## config.mk

```make
export PLATFORM = sky130hd
export DESIGN_NAME = change_dispenser
export DESIGN_NICKNAME = d
export VERILOG_FILES = /design/src/rtl/change_pkg.sv /design/src/rtl/dispense_timer.sv /design/src/rtl/change_dispenser.sv
export SDC_FILE = /design/constraint.sdc
export NUM_CORES = 1
export LEC_CHECK = 0
export CORE_ASPECT_RATIO = 2
export CORE_MARGIN = 2
export CORE_UTILIZATION = 33
export DETAILED_ROUTE_END_ITERATION = 7
export DONT_BUFFER_PORTS = 1
export SYNTH_ARGS = -nofsm -noshare
export SYNTH_HDL_FRONTEND = slang
export SYNTH_SLANG_ARGS = --single-unit
```

## constraint.sdc

```tcl
create_clock -name clk -period 2 [get_ports clk]
set_input_delay 0.3 -clock clk [delete_from_list [all_inputs] [get_ports clk]]
set_output_delay 0.3 -clock clk [all_outputs]
set_load 0.05 [all_outputs]
```

## src/rtl/change_pkg.sv

```systemverilog
// change_pkg: shared types and constants for the change dispenser.
//   state_t    - dispenser FSM states
//   AMT_W      - width of Rs amounts
//   COIN_HI_RS - value of the large coin (Rs10)
//   COIN_LO_RS - value of the small coin (Rs5)
//   pick_hi()  - coin selection: large coin if it fits and is available
package change_pkg;

    localparam int AMT_W = 5;
    localparam logic [AMT_W-1:0] COIN_HI_RS = AMT_W'(10);
    localparam logic [AMT_W-1:0] COIN_LO_RS = AMT_W'(5);

    typedef enum logic [1:0] {
        IDLE,
        REQ,
        GAP,
        DONE
    } state_t;

    // True when the next coin should be Rs10. no_hi forces Rs5 coins
    // (e.g. Rs10 tube empty), so Rs10 is paid as two Rs5 coins.
    function automatic logic pick_hi(input logic [AMT_W-1:0] amt,
                                     input logic no_hi);
        return (amt >= COIN_HI_RS) && !no_hi;
    endfunction

endpackage

```

## src/rtl/dispense_timer.sv

```systemverilog
// dispense_timer: loadable up-counter used to time out a coin request.
//   clk       - system clock, rising edge
//   reset     - synchronous, active-low reset
//   clear     - force count to zero (highest priority after reset)
//   load      - load count from load_val
//   load_val  - value to load
//   en        - count up by one
//   expired   - count has reached TIMEOUT_CYCLES-1
// TMR_W must satisfy 2**TMR_W > TIMEOUT_CYCLES.
module dispense_timer #(
    parameter int TIMEOUT_CYCLES = 16,
    parameter int TMR_W          = 5
) (
    input  logic             clk,
    input  logic             reset,
    input  logic             clear,
    input  logic             load,
    input  logic [TMR_W-1:0] load_val,
    input  logic             en,
    output logic             expired
);

    logic [TMR_W-1:0] count;

    always_ff @(posedge clk) begin
        if (!reset)
            count <= '0;
        else if (clear)
            count <= '0;
        else if (load)
            count <= load_val;
        else if (en)
            count <= count + 1'b1;
    end

    assign expired = (count == TMR_W'(TIMEOUT_CYCLES - 1));

endmodule

```

## src/rtl/change_dispenser.sv

```systemverilog
// change_dispenser: breaks a Rs change amount into Rs10/Rs5 coin requests
// and drives the coin hopper one coin at a time with a req/ack handshake.
//   clk          - system clock, rising edge
//   reset        - synchronous, active-low reset
//   change_valid - change_amt valid; accepted while ready=1
//   change_amt   - change owed in Rs (0..31)
//   ready        - idle, able to accept an amount
//   hopper_ack   - hopper ejected the requested coin (only looked at in REQ)
//   empty10      - Rs10 tube empty (only with CHANGE_FALLBACK_EN defined)
//   coin10_req   - request one Rs10 coin, held until acked
//   coin5_req    - request one Rs5 coin, held until acked
//   done         - one-cycle pulse, full amount dispensed
//   err          - one-cycle pulse, amount not a multiple of 5
//   fault        - one-cycle pulse, hopper did not ack in time
//   remain_amt   - Rs still owed (unpaid balance on fault)
// Build option: define CHANGE_FALLBACK_EN to add empty10 and pay Rs10
// as two Rs5 coins while the Rs10 tube is empty.
module change_dispenser
    import change_pkg::*;
#(
    parameter int TIMEOUT_CYCLES = 16,
    parameter int TMR_W          = 5
) (
    input  logic             clk,
    input  logic             reset,
    input  logic             change_valid,
    input  logic [AMT_W-1:0] change_amt,
    output logic             ready,
    input  logic             hopper_ack,
`ifdef CHANGE_FALLBACK_EN
    input  logic             empty10,
`endif
    output logic             coin10_req,
    output logic             coin5_req,
    output logic             done,
    output logic             err,
    output logic             fault,
    output logic [AMT_W-1:0] remain_amt
);

    state_t           state;
    logic             no_hi;
    logic             tmr_clear;
    logic             tmr_en;
    logic             tmr_expired;
    logic [AMT_W-1:0] coin_val;

`ifdef CHANGE_FALLBACK_EN
    assign no_hi = empty10;
`else
    assign no_hi = 1'b0;
`endif

    // Value of the coin currently being requested.
    assign coin_val = coin10_req ? COIN_HI_RS : COIN_LO_RS;

    // Timer runs only while waiting for an ack; any ack or leaving REQ
    // restarts it so every coin gets the full timeout window.
    assign tmr_clear = (state != REQ) || hopper_ack;
    assign tmr_en    = (state == REQ) && !hopper_ack;

    dispense_timer #(
        .TIMEOUT_CYCLES (TIMEOUT_CYCLES),
        .TMR_W          (TMR_W)
    ) u_timer (
        .clk      (clk),
        .reset    (reset),
        .clear    (tmr_clear),
        .load     (1'b0),
        .load_val ('0),
        .en       (tmr_en),
        .expired  (tmr_expired)
    );

    always_ff @(posedge clk) begin
        if (!reset) begin
            state      <= IDLE;
            ready      <= 1'b1;
            coin10_req <= 1'b0;
            coin5_req  <= 1'b0;
            done       <= 1'b0;
            err        <= 1'b0;
            fault      <= 1'b0;
            remain_amt <= '0;
        end else begin
            done  <= 1'b0;
            err   <= 1'b0;
            fault <= 1'b0;
            unique case (state)
                IDLE: begin
                    if (change_valid && ready) begin
                        remain_amt <= change_amt;
                        if (change_amt == '0) begin
                            state <= DONE;
                            ready <= 1'b0;
                        end else if ((change_amt % COIN_LO_RS) != '0) begin
                            err <= 1'b1;
                        end else begin
                            // Coin choice is registered here so the request
                            // is visible from the accepting edge onward.
                            state      <= REQ;
                            ready      <= 1'b0;
                            coin10_req <= pick_hi(change_amt, no_hi);
                            coin5_req  <= !pick_hi(change_amt, no_hi);
                        end
                    end
                end
                REQ: begin
                    // Ack is checked first so it wins over a coincident timeout.
                    if (hopper_ack) begin
                        remain_amt <= remain_amt - coin_val;
                        coin10_req <= 1'b0;
                        coin5_req  <= 1'b0;
                        state      <= GAP;
                    end else if (tmr_expired) begin
                        fault      <= 1'b1;
                        coin10_req <= 1'b0;
                        coin5_req  <= 1'b0;
                        ready      <= 1'b1;
                        state      <= IDLE;
                    end
                end
                GAP: begin
                    // Requests stay low for this cycle so the hopper always
                    // sees a fresh rising request for the next coin.
                    if (remain_amt == '0) begin
                        state <= DONE;
                    end else begin
                        state      <= REQ;
                        coin10_req <= pick_hi(remain_amt, no_hi);
                        coin5_req  <= !pick_hi(remain_amt, no_hi);
                    end
                end
                DONE: begin
                    done  <= 1'b1;
                    ready <= 1'b1;
                    state <= IDLE;
                end
                default: state <= IDLE;
            endcase
        end
    end

endmodule

```

==> metrics.yaml, run 1 <==
power_and_ir_drop:
  ir_worst_vdd_mv: 0.874
  power_leakage_nw: 0.539
  p_per_area_nw_per_um2: 1610
cells_and_area:
  drive_above_1_share_pct: 15.4
  antenna_cells: 0
  area_growth_pct: 13.2
  post-route-cell-area_um2: 1310
  fillers: 340
  nNetsFinal: 164
floorplanning:
  die_area_um2: 4030
  ioPinCount: 20
  die_h_um: 87.8
  coreArea_um2: 3380
  num_rows: 30
  start_util_pct: 34.3
  die_w_um: 45.9
clock_tree:
  cts_resized: 0
  clkSinkCount: 18
  cts_tree: "yes"
  cts_made_buffers: 3
  clkTransAtPathRegs_ps: 70
  cts_root_buf: "clkbuf_8"
  cts_max_level: 1
  cts_setup_buffers: 0
  insertion_delay_ps: 260
  cts_hold_buf: 0
  clockBufferDepth: 2
timing:
  max_slew_margin_pct: 65.3
  final.setup_skew_ps: 6.09
  fmax_ghz: 0.558
  tns_ps: 0
  worst_pin_slew_ps: 520
  drv_slew: 0
  post-route-min-period_ps: 1790
  grt_setup_unrepaired: "false"
  hold_violations: 0
  finalCritPeriodShare_pct: 89.6
  setup-violations-final: 0
run_status:
  status: "completed"
synth:
  synth_area_um2: 1160
  ys_types: 41
  synth_area_leaders: "dfxtp_1, ha_1, nor2_1"
  synth_mux_area_share_pct: 5.19
  synthAdderAreaFrac_pct: 12.5
  syn_area_per_cell_um2: 8.70
  syn_inst: 133
  yosysSeqAreaShare_pct: 31.1
  synth_commonest_cells: "nor2_1, dfxtp_1, inv_1"
  ys.flop_type: "dfxtp_1"
  yosys.area.top_type_share_pct: 31.1
  synth_top_family_by_area: "simple AND/OR/NAND/NOR gates"
  synthArstFlopShare_pct: 0
  synth-seq-cells: 18
  synth_most_common_cell: "nor2_1"
  synth_xor_area_share_pct: 3.78
  syn_nets: 153
  ys_warn_count: 0
  synth_edf_count: 0
  synth_compound_area_share_pct: 19.2
  yosysTopAreaCell: "dfxtp_1"
  synthSimpleGateAreaFrac_pct: 23.2
setup_path:
  r2r-start: "u_timer.count[0]"
  worstPathRequired_ps: 2150
  start_kind: "register"
  worstSetupStartpoint: "u_timer.count[0]"
  r2r_setup_slack_ps: 210
  path_class: "register to register"
  cp_max_fo: 3
  arrival_ps: 1940
  cp-end-kind: "register"
drt:
  detail_route.wl_per_cell_um: 15.4
  routed-via-count: 964
  firstDrtPassIters: 4
  drt_wl_total_mm: 2.70
  drtIter0Drc: 11
  drc: 0
  viasPerCell: 5.51
  ant_nets: 0
placement:
  place.gp.congestion: 0.812
  dpl_cell_area_um2: 1250
  port_buffers: 0
  dp_hpwl_mm: 2.22
flow_run:
  maxCapViolations: 0
grt:
  grt_max_degree: 12
  grt_pass1_vias: 1035
  antenna_found_initial: 0
  overflow: 0
  track_usage_pct: 15.4
  grt_pass1_wl_mm: 4.62
min_path:
  min-delay-path-class: "input port to register"
  hold_path.startpoint: "reset"
through the flow:
step | utilization, % | setup WS, ps | total power [mW] | instances | hold WS, ps
final | 38.8 | 207 | 2.11 | 175 | 123
after global routing | 38.8 | 73.0 | 2.29 | 175 | 116
after CTS | 38.8 | 204 | 2.12 | 175 | 119
after detailed placement | 37.1 | 203 | 1.82 | 171 | 386
after global placement | 37.1 | 278 | 1.78 | 171 | 384
after floorplan | - | 17.8 | 1.52 | 133 | 418
critical path: stages (launching register included):
cell and delay, ps:
dfxtp_1 350, ha_1 180, and3_1 160, ha_1 230, inv_1 70, o21ai_0 130
nor3b_1 250, nor4b_2 240, o21ai_1 70
logic make-up (layout without fill, tap and decap cells):
| logic type | count (synthesis) | after routing |
|---|---|---|
| buffers and inverters | 15 | 25 |
| AND/OR/NAND/NOR | 50 | 50 |
| adder cells (fa/ha/maj) | 11 | 11 |
| AO/OA/AOI/OAI | 28 | 28 |
| multiplexers | 6 | 6 |
| flip-flops | 18 | 18 |
| XOR/XNOR | 5 | 5 |
routing by layer:
metal	wire length [µm]	part of all wire (%)	global-route usage, %
met1	941	35	15.8
met2	1570	58	28.8
met3	163	6.0	3.92
met4	29	1.1	4.42
met5	0	0	0
sequential cells by signal (all words and copies together) (netlist names):
register,cells
coin10_req,1
coin5_req,1
done,1
err,1
fault,1
ready,1
remain_amt,5
state,2
u_timer.count,5
path summary, 6_finish.rpt:
kind	to	cells past startpoint
max	ready	8
min	ready	1
max reg2reg	ready	8
min reg2reg	u_timer.count[0]	1
cell type report:
type,instances,area [µm²],area share [%]
sequential,18,362,27.6
multi-input combinational,100,741,56.5
inverter,12,45.0,3.44
clock buffer,4,55.1,4.20
timing repair buffer,9,67.6,5.16
tap,32,40.0,3.06
layout by cell type (no fill, tap or decap), types with 2 or more instances in the layout:
master and instances:
nor2b_1 3, mux2i_1 6, clkbuf_8 4, o21ai_1 2, and3_1 2, nand3b_1 2
xor2_1 3, dfxtp_1 17, nand4_1 3, a21oi_1 4, nand2_1 6, ha_1 10
a211oi_1 2, o21a_1 3, nand2b_1 4, nor2_1 19, xnor2_1 2, a31oi_1 2
buf_4 9, nand3_1 3, inv_1 12, o21ai_0 5
report_power, final:
part | switching, mW | internal [mW] | total [mW]
combinational | 0.762 | 0.509 | 1.27
sequential | 0.0942 | 0.444 | 0.538
clock | 0.123 | 0.175 | 0.298
(Power assumes the default switching activity.)
==> run 2, diff against run 1 <==
--- a/config.mk
+++ b/config.mk
@@ -5,6 +5,7 @@
 export SDC_FILE = /design/constraint.sdc
 export NUM_CORES = 1
 export LEC_CHECK = 0
+export ABC_AREA = 1
 export CORE_ASPECT_RATIO = 2
 export CORE_MARGIN = 2
 export CORE_UTILIZATION = 33
==> metrics.yaml, run 2 <==
run_status:
  status: "completed"
synth:
  synth_commonest_cells: "nand2_1, inv_1, nor2_1"
  synthSimpleGateAreaFrac_pct: 32.2
  synth_area_um2: 1170
  synth_mux_area_share_pct: 0
  yosysSeqAreaShare_pct: 30.8
  synth_xor_area_share_pct: 1.50
  synth_area_leaders: "dfxtp_1, nand2_1, ha_1"
  yosys.area.top_type_share_pct: 30.8
  ys_warn_count: 0
  yosysTopAreaCell: "dfxtp_1"
  ys_types: 25
  synth_top_family_by_area: "simple AND/OR/NAND/NOR gates"
  syn_nets: 190
  synthAdderAreaFrac_pct: 12.4
  synthArstFlopShare_pct: 0
  ys.flop_type: "dfxtp_1"
  syn_area_per_cell_um2: 6.87
  synth_compound_area_share_pct: 12.4
  synth_edf_count: 0
  syn_inst: 170
  synth_most_common_cell: "nand2_1"
  synth-seq-cells: 18
drt:
  detail_route.wl_per_cell_um: 12.7
  drt_wl_total_mm: 2.69
  ant_nets: 0
  firstDrtPassIters: 4
  drc: 0
  routed-via-count: 1064
  viasPerCell: 5.02
  drtIter0Drc: 9
setup_path:
  cp_max_fo: 4
  path_class: "register to register"
  arrival_ps: 1880
  worstPathRequired_ps: 2150
  start_kind: "register"
  r2r_setup_slack_ps: 270
  cp-end-kind: "register"
timing:
  max_slew_margin_pct: 65.3
  fmax_ghz: 0.577
  drv_slew: 0
  setup-violations-final: 0
  worst_pin_slew_ps: 520
  tns_ps: 0
  finalCritPeriodShare_pct: 86.7
  hold_violations: 0
  post-route-min-period_ps: 1730
  final.setup_skew_ps: 2.73
  grt_setup_unrepaired: "false"
clock_tree:
  cts_resized: 0
  cts_setup_buffers: 0
  insertion_delay_ps: 250
  cts_max_level: 1
  cts_made_buffers: 3
  cts_tree: "yes"
  clkSinkCount: 18
  cts_hold_buf: 0
  clkTransAtPathRegs_ps: 70
  cts_root_buf: "clkbuf_8"
  clockBufferDepth: 2
placement:
  place_inst: 208
  port_buffers: 0
  dpl_cell_area_um2: 1250
  place.gp.congestion: 0.816
  dp_hpwl_mm: 2.23
cells_and_area:
  seq_area_um2: 362
  nNetsFinal: 201
  fillers: 374
  drive_above_1_share_pct: 14.4
  mostFrequentLayoutCell: "nand2_1"
  post-route-cell-area_um2: 1300
  post-route-util_pct: 38.6
  area_growth_pct: 11.5
  instances_no_fill: 212
  reg_top3: "remain_amt (5), u_timer.count (5), state (2)"
  multiInputGateArea_um2: 684
  mostFrequentLayoutCells: "nand2_1, inv_1, nor2_1"
  antenna_cells: 0
grt:
  grt_pass1_wl_mm: 4.61
  track_usage_pct: 15.5
  antenna_found_initial: 0
  grt_max_degree: 11
  overflow: 0
  grt_pass1_vias: 1089
power_and_ir_drop:
  power_leakage_nw: 0.645
  p_per_area_nw_per_um2: 1760
  p_total_mw: 2.29
  ir_worst_vdd_mv: 0.692
floorplanning:
  num_rows: 30
  die_w_um: 46.1
  coreArea_um2: 3380
  die_h_um: 88.2
  ioPinCount: 20
  start_util_pct: 34.6
  die_area_um2: 4060
flow_run:
  maxCapViolations: 0
min_path:
  min-delay-path-class: "input port to register"
-- run 2: path summary, 6_finish.rpt --
check,start,to,cells past startpoint
max,u_timer.count[0],coin10_req,13
min,reset,ready,1
max reg2reg,u_timer.count[0],coin10_req,13
min reg2reg,u_timer.count[0],u_timer.count[0],1
-- run 2: cell families (layout without fill, tap and decap cells) --
| logic type | Yosys count | count (layout) |
|---|---|---|
| adders and majority gates | 11 | 11 |
| buffers and inverters | 29 | 39 |
| AOI/OAI and AO/OA | 26 | 26 |
| xor gates and xnor gates | 2 | 2 |
| DFF | 18 | 18 |
| and+or+nand+nor | 84 | 84 |
-- run 2: layer usage --
layer  vias to the layer above  global-route usage [%]  wire length, µm
met5                         -                       0                0
met4                         0                    7.53               85
met3                         6                    3.51              120
met2                        17                    29.5             1540
met1                       485                    13.9              945
li1                        556                       -                -
-- run 2: layout make-up --
type	count	share of cell area, %
timing repair buffer	8	4.61
clock buffer	4	4.23
sequential	18	27.8
tap	32	3.07
inverter	27	7.78
multi-input combinational	123	52.5
-- run 2: report_power, final --
group          internal, mW  total (mW)  leakage [nW]  switching [mW]
Combinational         0.473        1.43         0.469           0.953
Sequential            0.455       0.558         0.147           0.103
Clock                 0.175       0.305        0.0288           0.130
-- run 2: critical path, stage by stage, from the launching register on --
cell     delay, ps
dfxtp_1        330
ha_1           220
and3_1         190
ha_1           170
inv_1           60
nand2_1         70
o21ai_1        160
inv_2           70
nand2_1         80
nor2_2          60
nand2_4         90
nand2_1         50
nand2_1         50
nor2_1          30
-- run 2: per-stage QoR --
step,setup slack (ps),hold slack [ps]
after floorplan,97.7,418
after global placement,279,392
after detailed placement,265,393
after CTS,252,125
after global routing,145,130
final,266,130
